$ cat src/rtl/alu_rr_sequencer_pkg.sv
// Shared opcode, ALU-control and FSM encodings for the round-robin ALU sequencer.
// The decode function maps a request opcode onto the ripple ALU control triple.
package alu_seq_pkg;

   localparam logic [2:0] OPC_AND  = 3'd0;
   localparam logic [2:0] OPC_OR   = 3'd1;
   localparam logic [2:0] OPC_ADD  = 3'd2;
   localparam logic [2:0] OPC_SUB  = 3'd3;
   localparam logic [2:0] OPC_SLT  = 3'd4;
   localparam logic [2:0] OPC_NOR  = 3'd5;
   localparam logic [2:0] OPC_MUL  = 3'd6;
   localparam logic [2:0] OPC_RSVD = 3'd7;

   localparam logic [1:0] ALUOP_AND  = 2'd0;
   localparam logic [1:0] ALUOP_OR   = 2'd1;
   localparam logic [1:0] ALUOP_ADD  = 2'd2;
   localparam logic [1:0] ALUOP_LESS = 2'd3;

   typedef enum logic [1:0] {
      ST_IDLE = 2'd0,
      ST_EXEC = 2'd1,
      ST_MUL  = 2'd2,
      ST_RESP = 2'd3
   } state_t;

   typedef struct packed {
      logic       ainvert;
      logic       bnegate;
      logic [1:0] op;
   } alu_ctl_t;

   // MUL decodes to plain ADD because each shift-add step uses the adder.
   function automatic alu_ctl_t decode_opc(input logic [2:0] opc);
      alu_ctl_t c;
      case (opc)
         OPC_AND: c = {1'b0, 1'b0, ALUOP_AND};
         OPC_OR:  c = {1'b0, 1'b0, ALUOP_OR};
         OPC_ADD: c = {1'b0, 1'b0, ALUOP_ADD};
         OPC_SUB: c = {1'b0, 1'b1, ALUOP_ADD};
         OPC_SLT: c = {1'b0, 1'b1, ALUOP_LESS};
         OPC_NOR: c = {1'b1, 1'b1, ALUOP_AND};
         OPC_MUL: c = {1'b0, 1'b0, ALUOP_ADD};
         default: c = '0;
      endcase
      return c;
   endfunction

endpackage

$ cat src/rtl/alu_rr_sequencer_if.sv
// Bundles the two request ports, the response port and the external ALU port.
// master is the sequencer side, slave is the requesters/consumer/ALU side.
interface alu_rr_sequencer_if #(
   parameter int WIDTH = 32
);
   logic             req0_valid;
   logic             req0_ready;
   logic [2:0]       req0_opcode;
   logic [WIDTH-1:0] req0_a;
   logic [WIDTH-1:0] req0_b;

   logic             req1_valid;
   logic             req1_ready;
   logic [2:0]       req1_opcode;
   logic [WIDTH-1:0] req1_a;
   logic [WIDTH-1:0] req1_b;

   logic             rsp_valid;
   logic             rsp_ready;
   logic             rsp_id;
   logic [WIDTH-1:0] rsp_result;
   logic             rsp_overflow;
   logic             rsp_zero;
   logic             rsp_err;

   logic [WIDTH-1:0] alu_in1;
   logic [WIDTH-1:0] alu_in2;
   logic             alu_ainvert;
   logic             alu_bnegate;
   logic [1:0]       alu_op;
   logic [WIDTH-1:0] alu_result;
   logic             alu_overflow;
   logic             alu_zero;

   modport master (
      input  req0_valid, req0_opcode, req0_a, req0_b,
      output req0_ready,
      input  req1_valid, req1_opcode, req1_a, req1_b,
      output req1_ready,
      output rsp_valid, rsp_id, rsp_result, rsp_overflow, rsp_zero, rsp_err,
      input  rsp_ready,
      output alu_in1, alu_in2, alu_ainvert, alu_bnegate, alu_op,
      input  alu_result, alu_overflow, alu_zero
   );

   modport slave (
      output req0_valid, req0_opcode, req0_a, req0_b,
      input  req0_ready,
      output req1_valid, req1_opcode, req1_a, req1_b,
      input  req1_ready,
      input  rsp_valid, rsp_id, rsp_result, rsp_overflow, rsp_zero, rsp_err,
      output rsp_ready,
      input  alu_in1, alu_in2, alu_ainvert, alu_bnegate, alu_op,
      output alu_result, alu_overflow, alu_zero
   );

endinterface

$ cat src/rtl/alu_rr_sequencer_rr_arb2.sv
// Two-way round-robin arbiter: on a tie the requester not granted last time wins.
// ready is combinational from enable, valid and the last_grant register.
module rr_arb2 (
   input  logic       clk,
   input  logic       rst,
   input  logic       enable,
   input  logic [1:0] valid,
   output logic [1:0] ready,
   output logic       grant_id
);

   logic last_grant;

   always_comb begin
      grant_id = 1'b0;
      case (valid)
         2'b10:   grant_id = 1'b1;
         2'b11:   grant_id = ~last_grant;
         default: grant_id = 1'b0;
      endcase
      ready = 2'b00;
      if (enable && (valid != 2'b00)) begin
         ready = grant_id ? 2'b10 : 2'b01;
      end
   end

   always_ff @(posedge clk) begin
      if (rst) begin
         last_grant <= 1'b1;
      end else if (ready != 2'b00) begin
         last_grant <= grant_id;
      end
   end

endmodule

$ cat src/rtl/alu_rr_sequencer.sv
// Shares one external ripple ALU between two requesters, one request in flight.
// Single-cycle ops go IDLE->EXEC->RESP; MUL runs WIDTH shift-add steps on the ALU adder.
module alu_rr_sequencer
   import alu_seq_pkg::*;
#(
   parameter int WIDTH = 32,
   parameter int CNT_W = 6
) (
   input  logic               clk,
   input  logic               rst,
   alu_rr_sequencer_if.master bus
);

   localparam logic [CNT_W-1:0] CNT_LAST = CNT_W'(WIDTH - 1);

   state_t           state;
   state_t           state_nxt;

   logic [1:0]       req_valid;
   logic [1:0]       req_ready;
   logic             grant_id;
   logic             accept;

   logic [2:0]       sel_opcode;
   logic [WIDTH-1:0] sel_a;
   logic [WIDTH-1:0] sel_b;

   logic [2:0]       lat_opcode;
   logic [WIDTH-1:0] lat_a;
   logic [WIDTH-1:0] lat_b;

   logic [WIDTH-1:0] acc;
   logic [WIDTH-1:0] mcand;
   logic [WIDTH-1:0] mplr;
   logic [CNT_W-1:0] cnt;
   logic [WIDTH-1:0] acc_nxt;

   logic             rsp_id;
   logic [WIDTH-1:0] rsp_result;
   logic             rsp_overflow;
   logic             rsp_zero;
   logic             rsp_err;

   logic [WIDTH-1:0] drv_in1;
   logic [WIDTH-1:0] drv_in2;
   alu_ctl_t         drv_ctl;
   logic             drv_rsp_valid;

   assign req_valid = {bus.req1_valid, bus.req0_valid};

   rr_arb2 u_arb (
      .clk      (clk),
      .rst      (rst),
      .enable   (state == ST_IDLE),
      .valid    (req_valid),
      .ready    (req_ready),
      .grant_id (grant_id)
   );

   assign accept         = |req_ready;
   assign bus.req0_ready = req_ready[0];
   assign bus.req1_ready = req_ready[1];

   assign sel_opcode = grant_id ? bus.req1_opcode : bus.req0_opcode;
   assign sel_a      = grant_id ? bus.req1_a      : bus.req0_a;
   assign sel_b      = grant_id ? bus.req1_b      : bus.req0_b;

   assign acc_nxt = mplr[0] ? bus.alu_result : acc;

   always_ff @(posedge clk) begin
      if (rst) begin
         state <= ST_IDLE;
      end else begin
         state <= state_nxt;
      end
   end

   always_comb begin
      state_nxt = state;
      case (state)
         ST_IDLE: begin
            if (accept) begin
               case (sel_opcode)
                  OPC_MUL:  state_nxt = ST_MUL;
                  OPC_RSVD: state_nxt = ST_RESP;
                  default:  state_nxt = ST_EXEC;
               endcase
            end
         end
         ST_EXEC: state_nxt = ST_RESP;
         ST_MUL: begin
            if (cnt == CNT_LAST) begin
               state_nxt = ST_RESP;
            end
         end
         ST_RESP: begin
            if (bus.rsp_ready) begin
               state_nxt = ST_IDLE;
            end
         end
         default: state_nxt = ST_IDLE;
      endcase
   end

   always_comb begin
      drv_in1       = '0;
      drv_in2       = '0;
      drv_ctl       = '0;
      drv_rsp_valid = 1'b0;
      case (state)
         ST_EXEC: begin
            drv_in1 = lat_a;
            drv_in2 = lat_b;
            drv_ctl = decode_opc(lat_opcode);
         end
         ST_MUL: begin
            drv_in1 = acc;
            drv_in2 = mcand;
            drv_ctl = decode_opc(OPC_MUL);
         end
         ST_RESP: drv_rsp_valid = 1'b1;
         default: ;
      endcase
   end

   assign bus.alu_in1      = drv_in1;
   assign bus.alu_in2      = drv_in2;
   assign bus.alu_ainvert  = drv_ctl.ainvert;
   assign bus.alu_bnegate  = drv_ctl.bnegate;
   assign bus.alu_op       = drv_ctl.op;
   assign bus.rsp_valid    = drv_rsp_valid;
   assign bus.rsp_id       = rsp_id;
   assign bus.rsp_result   = rsp_result;
   assign bus.rsp_overflow = rsp_overflow;
   assign bus.rsp_zero     = rsp_zero;
   assign bus.rsp_err      = rsp_err;

   // Response fields only move on accept/EXEC/MUL, so they are frozen throughout RESP.
   always_ff @(posedge clk) begin
      if (rst) begin
         lat_opcode   <= '0;
         lat_a        <= '0;
         lat_b        <= '0;
         acc          <= '0;
         mcand        <= '0;
         mplr         <= '0;
         cnt          <= '0;
         rsp_id       <= 1'b0;
         rsp_result   <= '0;
         rsp_overflow <= 1'b0;
         rsp_zero     <= 1'b1;
         rsp_err      <= 1'b0;
      end else begin
         case (state)
            ST_IDLE: begin
               if (accept) begin
                  lat_opcode   <= sel_opcode;
                  lat_a        <= sel_a;
                  lat_b        <= sel_b;
                  acc          <= '0;
                  mcand        <= sel_a;
                  mplr         <= sel_b;
                  cnt          <= '0;
                  rsp_id       <= grant_id;
                  rsp_err      <= (sel_opcode == OPC_RSVD);
                  if (sel_opcode == OPC_RSVD) begin
                     rsp_result   <= '0;
                     rsp_overflow <= 1'b0;
                     rsp_zero     <= 1'b1;
                  end
               end
            end
            ST_EXEC: begin
               rsp_result   <= bus.alu_result;
               rsp_zero     <= bus.alu_zero;
               rsp_overflow <= bus.alu_overflow &&
                               ((lat_opcode == OPC_ADD) || (lat_opcode == OPC_SUB));
            end
            ST_MUL: begin
               acc   <= acc_nxt;
               mcand <= mcand << 1;
               mplr  <= mplr >> 1;
               cnt   <= cnt + 1'b1;
               if (cnt == CNT_LAST) begin
                  rsp_result   <= acc_nxt;
                  rsp_zero     <= (acc_nxt == '0);
                  rsp_overflow <= 1'b0;
               end
            end
            default: ;
         endcase
      end
   end

endmodule

$ cat src/flat_wrapper.sv
// flat-port wrapper written by rule: the top's interface ports become plain ports
module alu_rr_sequencer_flat import alu_seq_pkg::*;
#(
   parameter int WIDTH = 32,
   parameter int CNT_W = 6
)
  (clk, rst, bus_req0_valid, bus_req0_opcode, bus_req0_a, bus_req0_b, bus_req0_ready, bus_req1_valid, bus_req1_opcode, bus_req1_a, bus_req1_b, bus_req1_ready, bus_rsp_valid, bus_rsp_id, bus_rsp_result, bus_rsp_overflow, bus_rsp_zero, bus_rsp_err, bus_rsp_ready, bus_alu_in1, bus_alu_in2, bus_alu_ainvert, bus_alu_bnegate, bus_alu_op, bus_alu_result, bus_alu_overflow, bus_alu_zero);
  alu_rr_sequencer_if #(.WIDTH(WIDTH)) bus_i ();
  input  logic clk;
  input  logic rst;
  input wire logic [$bits(bus_i.req0_valid)-1:0] bus_req0_valid;
  input wire logic [$bits(bus_i.req0_opcode)-1:0] bus_req0_opcode;
  input wire logic [$bits(bus_i.req0_a)-1:0] bus_req0_a;
  input wire logic [$bits(bus_i.req0_b)-1:0] bus_req0_b;
  output wire logic [$bits(bus_i.req0_ready)-1:0] bus_req0_ready;
  input wire logic [$bits(bus_i.req1_valid)-1:0] bus_req1_valid;
  input wire logic [$bits(bus_i.req1_opcode)-1:0] bus_req1_opcode;
  input wire logic [$bits(bus_i.req1_a)-1:0] bus_req1_a;
  input wire logic [$bits(bus_i.req1_b)-1:0] bus_req1_b;
  output wire logic [$bits(bus_i.req1_ready)-1:0] bus_req1_ready;
  output wire logic [$bits(bus_i.rsp_valid)-1:0] bus_rsp_valid;
  output wire logic [$bits(bus_i.rsp_id)-1:0] bus_rsp_id;
  output wire logic [$bits(bus_i.rsp_result)-1:0] bus_rsp_result;
  output wire logic [$bits(bus_i.rsp_overflow)-1:0] bus_rsp_overflow;
  output wire logic [$bits(bus_i.rsp_zero)-1:0] bus_rsp_zero;
  output wire logic [$bits(bus_i.rsp_err)-1:0] bus_rsp_err;
  input wire logic [$bits(bus_i.rsp_ready)-1:0] bus_rsp_ready;
  output wire logic [$bits(bus_i.alu_in1)-1:0] bus_alu_in1;
  output wire logic [$bits(bus_i.alu_in2)-1:0] bus_alu_in2;
  output wire logic [$bits(bus_i.alu_ainvert)-1:0] bus_alu_ainvert;
  output wire logic [$bits(bus_i.alu_bnegate)-1:0] bus_alu_bnegate;
  output wire logic [$bits(bus_i.alu_op)-1:0] bus_alu_op;
  input wire logic [$bits(bus_i.alu_result)-1:0] bus_alu_result;
  input wire logic [$bits(bus_i.alu_overflow)-1:0] bus_alu_overflow;
  input wire logic [$bits(bus_i.alu_zero)-1:0] bus_alu_zero;
  assign bus_i.req0_valid = bus_req0_valid;
  assign bus_i.req0_opcode = bus_req0_opcode;
  assign bus_i.req0_a = bus_req0_a;
  assign bus_i.req0_b = bus_req0_b;
  assign bus_req0_ready = bus_i.req0_ready;
  assign bus_i.req1_valid = bus_req1_valid;
  assign bus_i.req1_opcode = bus_req1_opcode;
  assign bus_i.req1_a = bus_req1_a;
  assign bus_i.req1_b = bus_req1_b;
  assign bus_req1_ready = bus_i.req1_ready;
  assign bus_rsp_valid = bus_i.rsp_valid;
  assign bus_rsp_id = bus_i.rsp_id;
  assign bus_rsp_result = bus_i.rsp_result;
  assign bus_rsp_overflow = bus_i.rsp_overflow;
  assign bus_rsp_zero = bus_i.rsp_zero;
  assign bus_rsp_err = bus_i.rsp_err;
  assign bus_i.rsp_ready = bus_rsp_ready;
  assign bus_alu_in1 = bus_i.alu_in1;
  assign bus_alu_in2 = bus_i.alu_in2;
  assign bus_alu_ainvert = bus_i.alu_ainvert;
  assign bus_alu_bnegate = bus_i.alu_bnegate;
  assign bus_alu_op = bus_i.alu_op;
  assign bus_i.alu_result = bus_alu_result;
  assign bus_i.alu_overflow = bus_alu_overflow;
  assign bus_i.alu_zero = bus_alu_zero;
  alu_rr_sequencer #(.WIDTH(WIDTH), .CNT_W(CNT_W)) u_core (.clk(clk), .rst(rst), .bus(bus_i));
endmodule
$ cat config.mk
export PLATFORM = sky130hd
export DESIGN_NAME = alu_rr_sequencer_flat
export DESIGN_NICKNAME = d
export VERILOG_FILES = /design/src/rtl/alu_rr_sequencer_pkg.sv /design/src/rtl/alu_rr_sequencer_if.sv /design/src/rtl/alu_rr_sequencer_rr_arb2.sv /design/src/rtl/alu_rr_sequencer.sv /design/src/flat_wrapper.sv
export SDC_FILE = /design/constraint.sdc
export NUM_CORES = 1
export LEC_CHECK = 0
export BUFFER_PORTS_ARGS = -buffer_cell sky130_fd_sc_hd__buf_2
export CAP_MARGIN = 30
export CORE_ASPECT_RATIO = 1.1
export CORE_UTILIZATION = 45
export CTS_BUF_LIST = sky130_fd_sc_hd__clkbuf_16
export CTS_CLUSTER_DIAMETER = 200
export CTS_CLUSTER_SIZE = 30
export DETAILED_ROUTE_END_ITERATION = 8
export PLACE_DENSITY = 0.73
export SLEW_MARGIN = 40
export SYNTH_ARGS = -nofsm -noshare
export SYNTH_HDL_FRONTEND = slang
export SYNTH_HIERARCHICAL = 1
export SYNTH_SLANG_ARGS = --single-unit
$ cat constraint.sdc
create_clock -name clk -period 2.27 [get_ports clk]
set_clock_uncertainty 0.15 [all_clocks]
set_input_delay 0.227 -clock clk [delete_from_list [all_inputs] [get_ports clk]]
set_output_delay 0.227 -clock clk [all_outputs]
set_load 0.01 [all_outputs]
After elaboration in Yosys (flattened, before gate mapping)

Index checks and enable logic that the tools add are counted.

Bits in registers: 208
Bits in writable memories: 0
Bits in read-only memories: 0
Memories kept: 0
Latch bits: 0
Output and inout bits: 107

$lt $le $gt $ge: 0
Multiply operators: 0
Multiplexer cells: 37
Shift operators: 0
Bitwise operators: 1
Equal/unequal tests: 18
Reductions and logical operators: 15
Div/mod/pow operators: 0
Add/sub/neg operators: 1

Operators with widths:

| cell                                                  | number |
|---|---|
| one-hot mux 32 bit (2 select lines)                   | 5 |
| two-way mux 32 bit                                    | 9 |
| one-hot mux 32 bit (3 select lines)                   | 1 |
| zero test 32 bit                                      | 1 |
| one-hot mux 4 bit (5 select lines)                    | 1 |
| equality test 3 bit, second input constant            | 5 |
| one-hot mux 6 bit (2 select lines)                    | 1 |
| two-way mux 2 bit                                     | 5 |
| equality test 2 bit, second input constant            | 4 |
| one-hot mux 2 bit (4 select lines)                    | 1 |
| one-hot mux 4 bit (2 select lines)                    | 1 |
| two-way mux 1 bit                                     | 7 |
| adder 6 x 1 -> 6 bit, second input constant           | 1 |
| equality test 3 x 2 -> 1 bit, second input constant   | 2 |
| equality test 6 x 5 -> 1 bit, second input constant   | 1 |
| two-way mux 6 bit                                     | 1 |
| inequality test 2 x 1 -> 1 bit, second input constant | 3 |
| one-hot mux 1 bit (3 select lines)                    | 2 |
| nonzero test 2 bit                                    | 3 |
| one-hot mux 2 bit (2 select lines)                    | 1 |
| AND reduction 2 bit                                   | 2 |
| AND reduction 4 bit                                   | 1 |
| OR reduction 2 bit                                    | 2 |
| equality test 3 x 1 -> 1 bit, second input constant   | 1 |
| 10 further kinds                                      | 11 |

Longest topological paths before layout

Gate-level depths: netlist of run 1.

Word-level depth: 7
Gate-level depth with buffers: 10
Depth with buffers taken out: 9

Cells and area by module

The synthesis of run 1 kept the hierarchy.

Modules (own cells, without submodules):

| module           | cells an instance | times used | area an instance (sq um) |
|---|---|---|---|
| alu_rr_sequencer | 1138              | 1          | 9721.8 |
| rr_arb2          | 8                 | 1          | 63.8 |

Worst setup path after synthesis of run 1

OpenSTA, ideal clock, no wires.

Path kind: reg-to-reg
Start point: reg u_core.state[0]
End point: reg u_core.acc[10]
Cell stages (with the launch flop): 11
Data arrival time: 2.104 ns
Library setup time: 0.128 ns
Setup slack: -0.111 ns
Cells stage by stage: dfxtp_1 -> inv_1 -> ha_1 -> nand2_1 -> a21oi_1 -> nor3b_1 -> nor2_1 -> o21ai_1 -> buf_2 -> a22oi_1 -> nor2_1

Word-level cells in the longest chain between the ends: 6
Elaborated cells between the ends (all ways): 9
Classes of those cells: 2 x eq/ne; 2 x mux; 5 x reduce/logical

RTL lines:

| what                                            | RTL line                       | source |
|---|---|---|
| start: declaration                              | alu_rr_sequencer.sv:16         | `state_t state;` |
| start signal: assignment                        | alu_rr_sequencer.sv:74         | `state <= state_nxt;` |
| zero test 2 bit                                 | alu_rr_sequencer.sv:54         | `.enable (state == ST_IDLE),` |
| logical AND 1 bit                               | alu_rr_sequencer_rr_arb2.sv:22 | `if (enable && (valid != 2'b00)) begin` |
| two-way mux 2 bit                               | alu_rr_sequencer_rr_arb2.sv:22 |  |
| net bus_req0_ready                              | flat_wrapper.sv:15             | `output wire logic [$bits(bus_i.req0_ready)-1:0] bus_req0_ready;` |
| OR reduction 2 bit                              | alu_rr_sequencer.sv:60         | `assign accept = \|req_ready;` |
| inequality test 2 x 1 -> 1 bit (no source line) | --                             |  |
| AND reduction 2 bit (no source line)            | --                             |  |
| end signal: assignment                          | alu_rr_sequencer.sv:180        | `acc <= acc_nxt;` |
| end: declaration                                | alu_rr_sequencer.sv:32         | `logic [WIDTH-1:0] acc;` |

The timed path passes the listed nets, and every way through them passes these cells.
A chain may end at the register's enable or synchronous reset.

Worst setup path after layout of run 1

Start point: reg u_core.state[0]
End point: out bus_alu_in1[31]

Word-level cells in the longest chain between the ends: 2
Elaborated cells between the ends (all ways): 3
Classes of those cells: 2 x eq/ne; 1 x mux

RTL lines:

| what                                                                       | RTL line                | source |
|---|---|---|
| equality test 2 bit / equality test 2 x 1 -> 1 bit (equally long branches) | alu_rr_sequencer.sv:110 | `case (state)` |
| one-hot mux 32 bit (2 select lines) *                                      | alu_rr_sequencer.sv:110 |  |
| end: declaration                                                           | flat_wrapper.sv:28      | `output wire logic [$bits(bus_i.alu_in1)-1:0] bus_alu_in1;` |

Mark *: on every way between the ends. The rest lies on a longest branch, timed or not.

==> results of run 1 <==
==> final timing paths <==
path / cells past startpoint / startpoint / endpoint
setup / recovery: 8 / u_core/state[0]$_SDFFE_PP0P_ / bus_alu_in1[31]
hold / removal: 3 / bus_req1_b[25] / u_core/lat_b[25]$_SDFFE_PP0P_
setup reg to reg: 10 / u_core/state[0]$_SDFFE_PP0P_ / u_core/mplr[18]$_SDFFE_PP0P_
hold reg to reg: 2 / u_core/mplr[4]$_SDFFE_PP0P_ / u_core/mplr[4]$_SDFFE_PP0P_
==> cell usage after synthesis, types with 2 or more instances <==
cell type  count
dfxtp_1      208
nor2_1       174
nand2_1      140
a22oi_1       97
clkbuf_1      74
a21oi_1       69
a22o_1        64
nor3_1        41
a211oi_1      38
mux2i_1       37
o21ai_0       36
a211oi_2      32
mux2_2        32
buf_1         15
nor4_1        14
buf_2         11
buf_6          6
ha_1           6
inv_1          6
and2_1         4
nand3_1        3
nand4_1        3
nor2b_1        3
xor2_1         3
and3_1         2
nor3b_1        2
o21ai_1        2
==> state kept, by name (all words and copies together) (netlist names), 3 cells and up <==
name                   count
u_core/acc                32
u_core/bus.rsp_result     32
u_core/cnt                 6
u_core/lat_a              32
u_core/lat_b              32
u_core/lat_opcode          3
u_core/mcand              32
u_core/mplr               32
==> layout make-up <==
cell class              instances  share of cell area, %
multi-input cells             826                   39.8
flip-flops and latches        208                   30.3
repair buffers                430                   25.0
well taps                     290                   2.64
clock buffers                  11                   2.00
inverters                       6                  0.164
clock inverters                 1                 0.0273
diodes                          1                 0.0182
==> cell usage in the layout, fill, tap and decap left out, types with 2 or more instances in the layout <==
master           n
inv_1            4
xor2_1           3
dfxtp_2          4
ha_4             4
nand4_1          3
mux2i_1         37
nand2_4          3
nand2_1        132
nor4_1          14
nand3_1          3
buf_4           49
buf_2          270
nor3_1          41
dfxtp_1        204
clkbuf_16       24
nor2b_1          3
or3b_4           2
and2_4           3
a22o_4           3
mux2_2          32
buf_12          23
buf_6           20
buf_16           9
a22o_1          61
nor2_1         172
a211oi_1        38
a21oi_1         42
o21ai_0         35
a21oi_2         27
o21ai_4          3
inv_2            2
dlygate4sd3_1   46
nand2_2          5
a22oi_1         95
a211oi_2        32
a22oi_2          2
==> power groups by stage <==
stage | sequential, µW | combinational, µW | clock (µW)
2_1_floorplan | 5720 | 4690 | 0
6_report | 5750 | 10100 | 2060
5_1_grt | 5880 | 10800 | 2240
4_1_cts | 5690 | 8190 | 2080
3_3_place_gp | 5730 | 7150 | 0
3_5_place_dp | 5770 | 7310 | 0
==> stage by stage <==
| step | setup TNS (ns) | power [µW] | setup slack [ns] |
|---|---|---|---|
| finish | -15.97 | 17900 | -0.303 |
| global route | -22.44 | 18900 | -0.339 |
| CTS | -14.71 | 16000 | -0.263 |
| detailed placement | 0 | 13100 | 0.0179 |
| global placement | 0 | 12900 | 0.0528 |
| floorplan | -0.362 | 10400 | -0.0101 |
==> per-layer routing <==
| layer | vias up | GRT usage (%) |
|---|---|---|
| li1 | 4809 | - |
| met1 | 4781 | 37.3 |
| met2 | 532 | 45.8 |
| met3 | 80 | 4.50 |
| met4 | 0 | 9.73 |
| met5 | - | 0 |
==> worst max-delay path, delay by kind of cell (launching register included) <==
| kind | cells | cell delay (ns) |
|---|---|---|
| AO/OA/AOI/OAI | 1 | 0.19 |
| adder cells (fa/ha/maj) | 1 | 0.28 |
| buffers and inverters | 5 | 0.64 |
| flip-flops | 1 | 0.36 |
| AND/OR/NAND/NOR | 1 | 0.24 |
==> cells by family after synthesis <==
group	count (synthesis)	share of synthesized area, %
buffers and inverters	113	4.97
AO/OA/AOI/OAI	350	26.8
flip-flops	208	42.6
adder cells (fa/ha/maj)	6	0.767
multiplexers	69	7.47
AND/OR/NAND/NOR	396	17.1
XOR/XNOR	4	0.358
==> timing repair <==
item                                    in CTS  in global routing
gates cloned                                10                 19
endpoints found under the setup margin      87                169
pin swaps                                   33                 37
hold endpoints to repair                    41                  1
buffers inserted                             9                 12
hold buffers                                45                  1
gates resized for setup                     36                 59
==> results.md, run 1 <==
- Number of global-route vias before repair: 8939
- Antenna viol nets, final: 0
- Finished Layout Cells: 1773
- Num CTS Buffers: 10
- Tcrit/Tclk final: 113%
- Leakage power: around 0.0056 µW
- Internal Pwr Total: 10500 µW
- Worst reg2reg setup slack: -0.07 ns
- CTS tree: built
- CP peak stage delay: approximately 0.36 ns
- Status: complete, but fails checks
- DP HPWL: 20600 µm
- FFs w/ async S/R, synth: 0%
- DRT Wirelength: 35600 µm
- Initial antenna violation count: 1
- Power per cell area: 1300 mW/mm²
- Area contributors post-synth: dfxtp_1 43%, a22oi_1 7.4%, nor2_1 6.7%, a22o_1 5.7%, nand2_1 5.4%
- Clk Tree Root Cell: clkbuf_16
- Violated checks: negative setup slack
- Actual slew at the worst max-slew pin: 0.715 ns
- Die Span Y: roughly 160 µm
- Met1 wire length: 14500 µm
- Crit path time final: roughly 2.6 ns
- Nets: approximately 1700
- Placed Cells: 1667
- Effective utilization at floorplan: 45.9%
- I/O pin cnt: 280
- Synthesized cell area: 0.00979 mm²
- Normalized max-slew margin: between 50 and 60%
- CP max-delay cell: dfxtp_2
- Clock share of power: 11.5%
- Footprint of the multi-input gates: approximately 0.0055 mm²
- Post-route cell area: 0.0138 mm²
- Initial DRT Pass Iterations: 6
- Area grow syn2layout: 40.5%
- Max Used Layer: met4
- NetSw: 7430 µW
- Syn_nets: 1325
- Total die area: 0.0223 mm²
- Synth unique cells: slightly above 50
- Predominant post-synthesis flop cell: dfxtp_1
- Hold slack final: 0.00909 ns
- Global-route usage over all layers: 28.0%
- Register area share after synthesis: 42.6%
- Fraction of layout cells with a size suffix above 1: a little over a third
- CTS max path bufs: 3
- Fill count: 1738
- Final Hold Fails: 0
- Number of port buffers: roughly 280
- Mapped Cells: 1146
- Pin count of the biggest net entering global routing: 80
- Hold Path Class: input port to register
- CTS H-Tree Depth: 1
- Max Cap Violations: 0
- Max-slew violation count: 0
- Die X: between 100 and 150 µm
- Synth Register Bits: between 200 and 250
- Setup CP Type: register to output port
- Via/cell ratio: 5.75
- GPL Wtd Cong: 0.855
- Post-synth top area share: approximately 43%
- Yosys top cell by area: dfxtp_1
- Syn avg cell area: 8.54 µm²
- # rows: 56
- Vias: 10200
- Clock latency reported for the late side of the worst-skew pair: around 0.49 ns
- Crit-path max FO: 8
- Placed cell area: 0.0118 mm²
- Switch share: 41.4%
- Critical path data arrival time: 2.20 ns
- Combinational share of power: 56.5%
- Startpoint types: register
- RSZ-0062 raised after global routing: true
- Aggregate global routing overflow: 0
- Fin util: 64.6%
- Synth warn: 6
- DR DRC count: 0
- Post-synth EDFFs: 0
- Drt initial violations: 902
- PnR worst setup slack: -0.303 ns
- Critical path required time: about 1.9 ns
- Metal2 WL: 17000 µm
- WL met3: 2930 µm
- CP cell instances: inv_2, buf_6, ha_4, and2_4, buf_12, buf_16, a22o_1, buf_2
- # setup viols final: 100
- Reg clk slew, reported paths: 0.12 ns
- Seq pwr share: 32.1%
- WL/cell: 20.1 µm
- Global-route wire length before repair: 49000 µm
- FF+latch area: 0.00417 mm²
- Crit path capture type: output port
- Core ar.: 0.0213 mm²
- VDD IR max: 0.000695 V
- Max Fclk: 389 MHz
- CTS sink cnt: 208
(Power assumes the default switching activity.)
==> run 2: changes to the inputs <==
CTS_BUF_LIST = sky130_fd_sc_hd__clkbuf_4 sky130_fd_sc_hd__clkbuf_8   (was sky130_fd_sc_hd__clkbuf_16)
CTS_CLUSTER_DIAMETER = unset   (was 200)
HOLD_SLACK_MARGIN = 0.08   (was unset)
==> results.md, run 2 (synthesized netlist as in run 1, its figures left out) <==
- Global-route usage over all layers: 33.2%
- Commonest non-fill, non-tap cell in the layout: buf_2
- FF-to-FF End: u_core/mcand[26]$_SDFFE_PP0P_
- Setup TNS: -18.17 ns
- Reg clk slew, reported paths: 0.07 ns
- CTS tree: built
- VDD IR max: 0.000754 V
- Total die area: 0.0223 mm²
- CP most frequent cell: buf_12
- Antenna viol nets, final: 0
- Switch share: roughly two fifths
- Seq pwr share: between 20 and 30%
- I/O pin cnt: 280
- DP HPWL: 20600 µm
- Area grow syn2layout: 62.8%
- CP peak stage delay: 0.36 ns
- PnR worst setup slack: -0.320 ns
- Die X: 143 µm
- Via/cell ratio: 6.00
- Fraction of layout cells with a size suffix above 1: 37.9%
- Global-route wire length before repair: approximately 57000 µm
- Crit-path max FO: 8
- Clock share of power: 18.2%
- Hold_sp: bus_req1_a[31]
- Leakage power: about 0.0066 µW
- Power per cell area: 1300 mW/mm²
- # setup viols final: slightly below 100
- Effective utilization at floorplan: 45.9%
- # rows: 56
- Dpl ws: between 0.015 and 0.02 ns
- Final Hold Fails: 0
- Hold slack final: 0.108 ns
- Startpoint types: register
- Crit path time final: 2.59 ns
- NetSw: approximately 8600 µW
- Initial DRT Pass Iterations: 6
- Aggregate global routing overflow: 0
- CTS sink cnt: 208
- Clk Tree Root Cell: clkbuf_8
- CTS max path bufs: 3
- Pin count of the biggest net entering global routing: 80
- Most frequent cells in the layout: 268 x buf_2, 203 x dfxtp_1, 175 x dlygate4sd3_1
- Setup CP Type: register to output port
- Combinational share of power: 53.4%
- Vias: 11800
- CTS H-Tree Depth: 2
- Core ar.: ~0.021 mm²
- Nets: 1827
- Top delay family on crit path: buffers and inverters
- Max Cap Violations: 0
- Initial antenna violation count: 1
- Hold Path Depth: 5
- Critical path data arrival time: 2.21 ns
- CP cell instances: inv_2, buf_6, ha_4, and2_4, buf_12, buf_12, a22o_1, buf_2
- Hold endpoint: u_core/mcand[31]$_SDFFE_PP0P_
- Number of port buffers: 279
- GPL Wtd Cong: roughly 0.86
- Final total power: 20700 µW
- Tcrit/Tclk final: 114%
- DR DRC count: 0
- Actual slew at the worst max-slew pin: 0.737 ns
- Crit path capture type: output port
- Number of global-route vias before repair: ~11000
- Worst Path Buf+Inv: 5
- WL/cell: 23.1 µm
- Max Fclk: 386 MHz
- Drt initial violations: roughly 1200
- Hold Path Class: input port to register
- Critical path required time: between 1.5 and 2 ns
- Violated checks: negative setup slack
- R2r startpoint: u_core/state[1]$_SDFFE_PP0P_
- RSZ-0062 raised after global routing: true
- Num CTS Buffers: 37
- Internal Pwr Total: 12100 µW
- Die Span Y: 157 µm
- Worst reg2reg setup slack: -0.07 ns
- Max-slew violation count: 0
- CP max-delay cell: dfxtp_2
- DRT Wirelength: 45200 µm
- Clock latency reported for the late side of the worst-skew pair: ~0.54 ns
- FF-to-FF path depth: 11
- Normalized max-slew margin: between 50% and 60%
- Status: complete, but fails checks
run 2: changes by cell type in the layout (fill, tap and decap cells not counted), moves of 6 or more:
| cell | delta |
|---|---|
| a21oi_1 | -10 |
| a21oi_2 | +9 |
| a22oi_1 | -9 |
| a22oi_2 | +9 |
| buf_6 | +6 |
| clkbuf_16 | -14 |
| clkbuf_4 | +10 |
| clkbuf_8 | +44 |
| dlygate4sd3_1 | +129 |
| nand2_1 | -13 |
| nand2_4 | +13 |
| nor2_1 | -6 |
run 2: area by class of cell:
type	instances	area [µm²]
repair buffers	568	4850
inverters	6	22.5
well taps	290	363
clock inverters	7	87.6
flip-flops and latches	208	4170
multi-input cells	827	5750
fillers	1414	5370
clock buffers	54	681
diodes	2	5.00
run 2: what timing repair did:
item                                    CTS  global route
pin swaps                                25            69
resized for setup                        38           138
endpoints found under the hold margin   191            15
hold buffers                            177            15
setup buffers                             8            21
cloned                                   10            17
endpoints found under the setup margin   70           202
run 2: per-layer routing:
layer / GRT usage, % / wire (µm) / vias to the layer above
li1: - / - / 5171
met1: 39.8 / 16600 / 5551
met2: 55.6 / 21700 / 837
met3: 6.15 / 3990 / 209
met4: 18.9 / 2870 / 0
met5: 0 / 0 / -
run 2: tightest hold or removal path, stage by stage:
cell     delay, ns
buf_2         0.11
mux2i_4       0.15
o21ai_0       0.09
nand2_1       0.08
a21oi_2       0.05
run 2: power by group through the flow:
stage / sequential, µW / combinational [µW] / clock, µW
final: 5890 / 11000 / 3750
after global routing: 5990 / 11600 / 3940
after global placement: 5730 / 7150 / 0
after CTS: 5710 / 8480 / 3730
after floorplan: 5720 / 4690 / 0
after detailed placement: 5770 / 7310 / 0
run 2: per-stage QoR:
step / std cells / util, % / cell area (µm²)
after floorplan: 1146 / - / 9830
after global placement: 1667 / 55.5 / 11800
after detailed placement: 1667 / 55.5 / 11800
after CTS: 1923 / 69.8 / 14900
after global routing: 1961 / 74.8 / 15900
final: 1962 / 74.8 / 15900
run 2: how the worst max path moves through the flow:
stage | cells past startpoint | slack, ns | startpoint | to
final | 8 | -0.32 | u_core/state[1]$_SDFFE_PP0P_ | bus_alu_in2[22]
after floorplan | 9 | -0.01 | u_core/state[0]$_SDFFE_PP0P_ | u_core/mcand[10]$_SDFFE_PP0P_
after detailed placement | 7 | 0.02 | u_core/cnt[1]$_SDFFE_PP0P_ | u_core/bus.rsp_result[27]$_SDFFE_PP0P_
after CTS | 8 | -0.30 | u_core/state[0]$_SDFFE_PP0P_ | bus_alu_in1[21]
after global routing | 8 | -0.35 | u_core/state[1]$_SDFFE_PP0P_ | bus_alu_in1[3]
after global placement | 7 | 0.05 | u_core/cnt[1]$_SDFFE_PP0P_ | u_core/bus.rsp_result[14]$_SDFFE_PP0P_
==> run 3: changes to the inputs <==
CTS_BUF_LIST = sky130_fd_sc_hd__clkbuf_4   (was sky130_fd_sc_hd__clkbuf_4 sky130_fd_sc_hd__clkbuf_8)
SETUP_SLACK_MARGIN = 0.15   (was unset)
SLEW_MARGIN = unset   (was 40)
==> results.md, run 3 (synthesized netlist as in run 1, its figures left out) <==
- Die Span Y: approximately 160 µm
- Hold endpoint: u_core/bus.rsp_id$_SDFFE_PP0P_
- Final Hold Fails: 0
- Area grow syn2layout: 81.6%
- CTS H-Tree Depth: 2
- FF-to-FF path depth: 15
- Core ar.: around 0.021 mm²
- Number of port buffers: 279
- Violated checks: design-rule violations, negative setup slack
- # setup viols final: between 200 and 300
- Crit-path max FO: 8
- Crit path capture type: register
- VDD IR max: 0.000701 V
- Global-route wire length before repair: 70800 µm
- Worst Path Buf+Inv: 7
- Commonest non-fill, non-tap cell in the layout: buf_2
- Nets: 1879
- PnR worst setup slack: -0.500 ns
- GPL Wtd Cong: 0.890
- Most frequent cells in the layout: 268 x buf_2, 204 x dfxtp_1, 175 x dlygate4sd3_1
- Critical path data arrival time: 3.16 ns
- Number of global-route vias before repair: roughly 13000
- Max Cap Violations: 0
- Internal Pwr Total: roughly 14000 µW
- Setup CP Type: register to register
- Clk Tree Root Cell: clkbuf_4
- Hold slack final: 0.125 ns
- Hold Path Depth: 5
- I/O pin cnt: 280
- Max Fclk: 361 MHz
- FF-to-FF End: u_core/acc[22]$_SDFFE_PP0P_
- Crit path time final: 2.77 ns
- Normalized max-slew margin: 36.6%
- Clock latency reported for the late side of the worst-skew pair: 0.69 ns
- RSZ-0062 raised after global routing: true
- Clock share of power: 12.6%
- Reg clk slew, reported paths: 0.09 ns
- Critical path required time: about 2.7 ns
- Seq pwr share: 24.7%
- Hold_sp: bus_req0_valid
- Global-route usage over all layers: about two fifths
- Tcrit/Tclk final: 122%
- Worst reg2reg setup slack: -0.50 ns
- # rows: 56
- Dpl ws: -0.0542 ns
- Status: complete, but fails checks
- R2r startpoint: u_core/state[1]$_SDFFE_PP0P_
- Fin util: 83.4%
- Power per cell area: 1430 mW/mm²
- CP peak stage delay: ~0.38 ns
- Top delay family on crit path: buffers and inverters
- NetSw: 11100 µW
- Switch share: 43.6%
- CP max-delay cell: dfxtp_4
- DR DRC count: 2
- CTS max path bufs: 3
- Effective utilization at floorplan: 45.9%
- Initial DRT Pass Iterations: 8
- Via/cell ratio: 6.39
- Num CTS Buffers: 53
- Total die area: 0.0223 mm²
- Startpoint types: register
- Initial antenna violation count: 2
- Vias: 13000
- Leakage power: ~0.0074 µW
- CTS sink cnt: 208
- Fraction of layout cells with a size suffix above 1: 49.1%
- Antenna viol nets, final: 0
- Max-slew violation count: 0
- CP most frequent cell: buf_6
- CTS tree: built
- Combinational share of power: between 60% and 70%
- WL/cell: 26.4 µm
- Pin count of the biggest net entering global routing: slightly below 90
- Aggregate global routing overflow: 0
- CP cell instances: inv_6, buf_4, buf_6, ha_4, nand2_4, a21oi_4, buf_6, buf_4, buf_6, nor3b_4, nor2_4, o21ai_4, buf_12, a22oi_2, nor2_1
- DP HPWL: 21100 µm
- DRT Wirelength: 53500 µm
- Actual slew at the worst max-slew pin: 0.951 ns
- Die X: between 100 and 150 µm
- Hold Path Class: input port to register
- Drt initial violations: ~1400
[run 3: cell type report]
type | instances | area (µm²)
antenna | 2 | 5.00
clock buffer | 74 | 556
clock inverter | 19 | 73.8
fill | 1092 | 3530
inverter | 6 | 30.0
multi-input combinational | 825 | 6630
sequential | 208 | 4170
tap | 290 | 363
timing repair buffer | 606 | 5940
[run 3: how the worst max path moves through the flow]
stage | cells past startpoint | start | to
floorplan | 10 | u_core/state[0]$_SDFFE_PP0P_ | u_core/mcand[10]$_SDFFE_PP0P_
global placement | 7 | u_core/cnt[1]$_SDFFE_PP0P_ | u_core/bus.rsp_overflow$_SDFFE_PP0P_
detailed placement | 9 | u_core/state[0]$_SDFFE_PP0P_ | u_core/bus.rsp_result[25]$_SDFFE_PP0P_
CTS | 7 | u_core/state[1]$_SDFFE_PP0P_ | bus_alu_in1[21]
global route | 15 | u_core/state[1]$_SDFFE_PP0P_ | u_core/mcand[12]$_SDFFE_PP0P_
finish | 15 | u_core/state[1]$_SDFFE_PP0P_ | u_core/acc[22]$_SDFFE_PP0P_
[run 3: through the flow]
stage / cell area (µm²) / power, µW / std cells / TNS (ns)
final: 17800 / 25400 / 2030 / -76.46
after floorplan: 9860 / 10500 / 1146 / 0
after global placement: 11700 / 12600 / 1646 / 0
after CTS: 16600 / 21800 / 2005 / -27.92
after global routing: 17800 / 26000 / 2029 / -87.11
after detailed placement: 11700 / 12800 / 1646 / -1.05
[run 3: power by group through the flow]
stage,Clock (µW),Combinational [µW],Sequential (µW)
CTS,3100,12800,5840
finish,3200,15900,6270
global route,3370,16300,6330
global placement,0,6860,5750
floorplan,0,4750,5720
detailed placement,0,7020,5790
[run 3: what timing repair did]
action | in CTS | in global routing
gates resized for setup | 242 | 219
hold endpoints to repair | 208 | 0
cloned | 41 | 9
pin swaps | 109 | 118
setup endpoints to repair | 236 | 279
buffers inserted | 50 | 14
hold buffers | 175 | 0
[run 3: worst register-to-register path: cells and delay by family, from the launching register on]
family	cells	cell delay [ns]
AO/OA/AOI/OAI	3	0.32
adder cells (fa/ha/maj)	1	0.17
buffers and inverters	7	0.85
flip-flops	1	0.38
AND/OR/NAND/NOR	4	0.76
[run 3: layer usage]
layer	vias up	wire (µm)	GRT usage [%]
li1	5313	-	-
met1	6003	17600	45.9
met2	1235	25400	70.4
met3	413	5680	9.18
met4	2	4830	30.9
met5	-	17	0
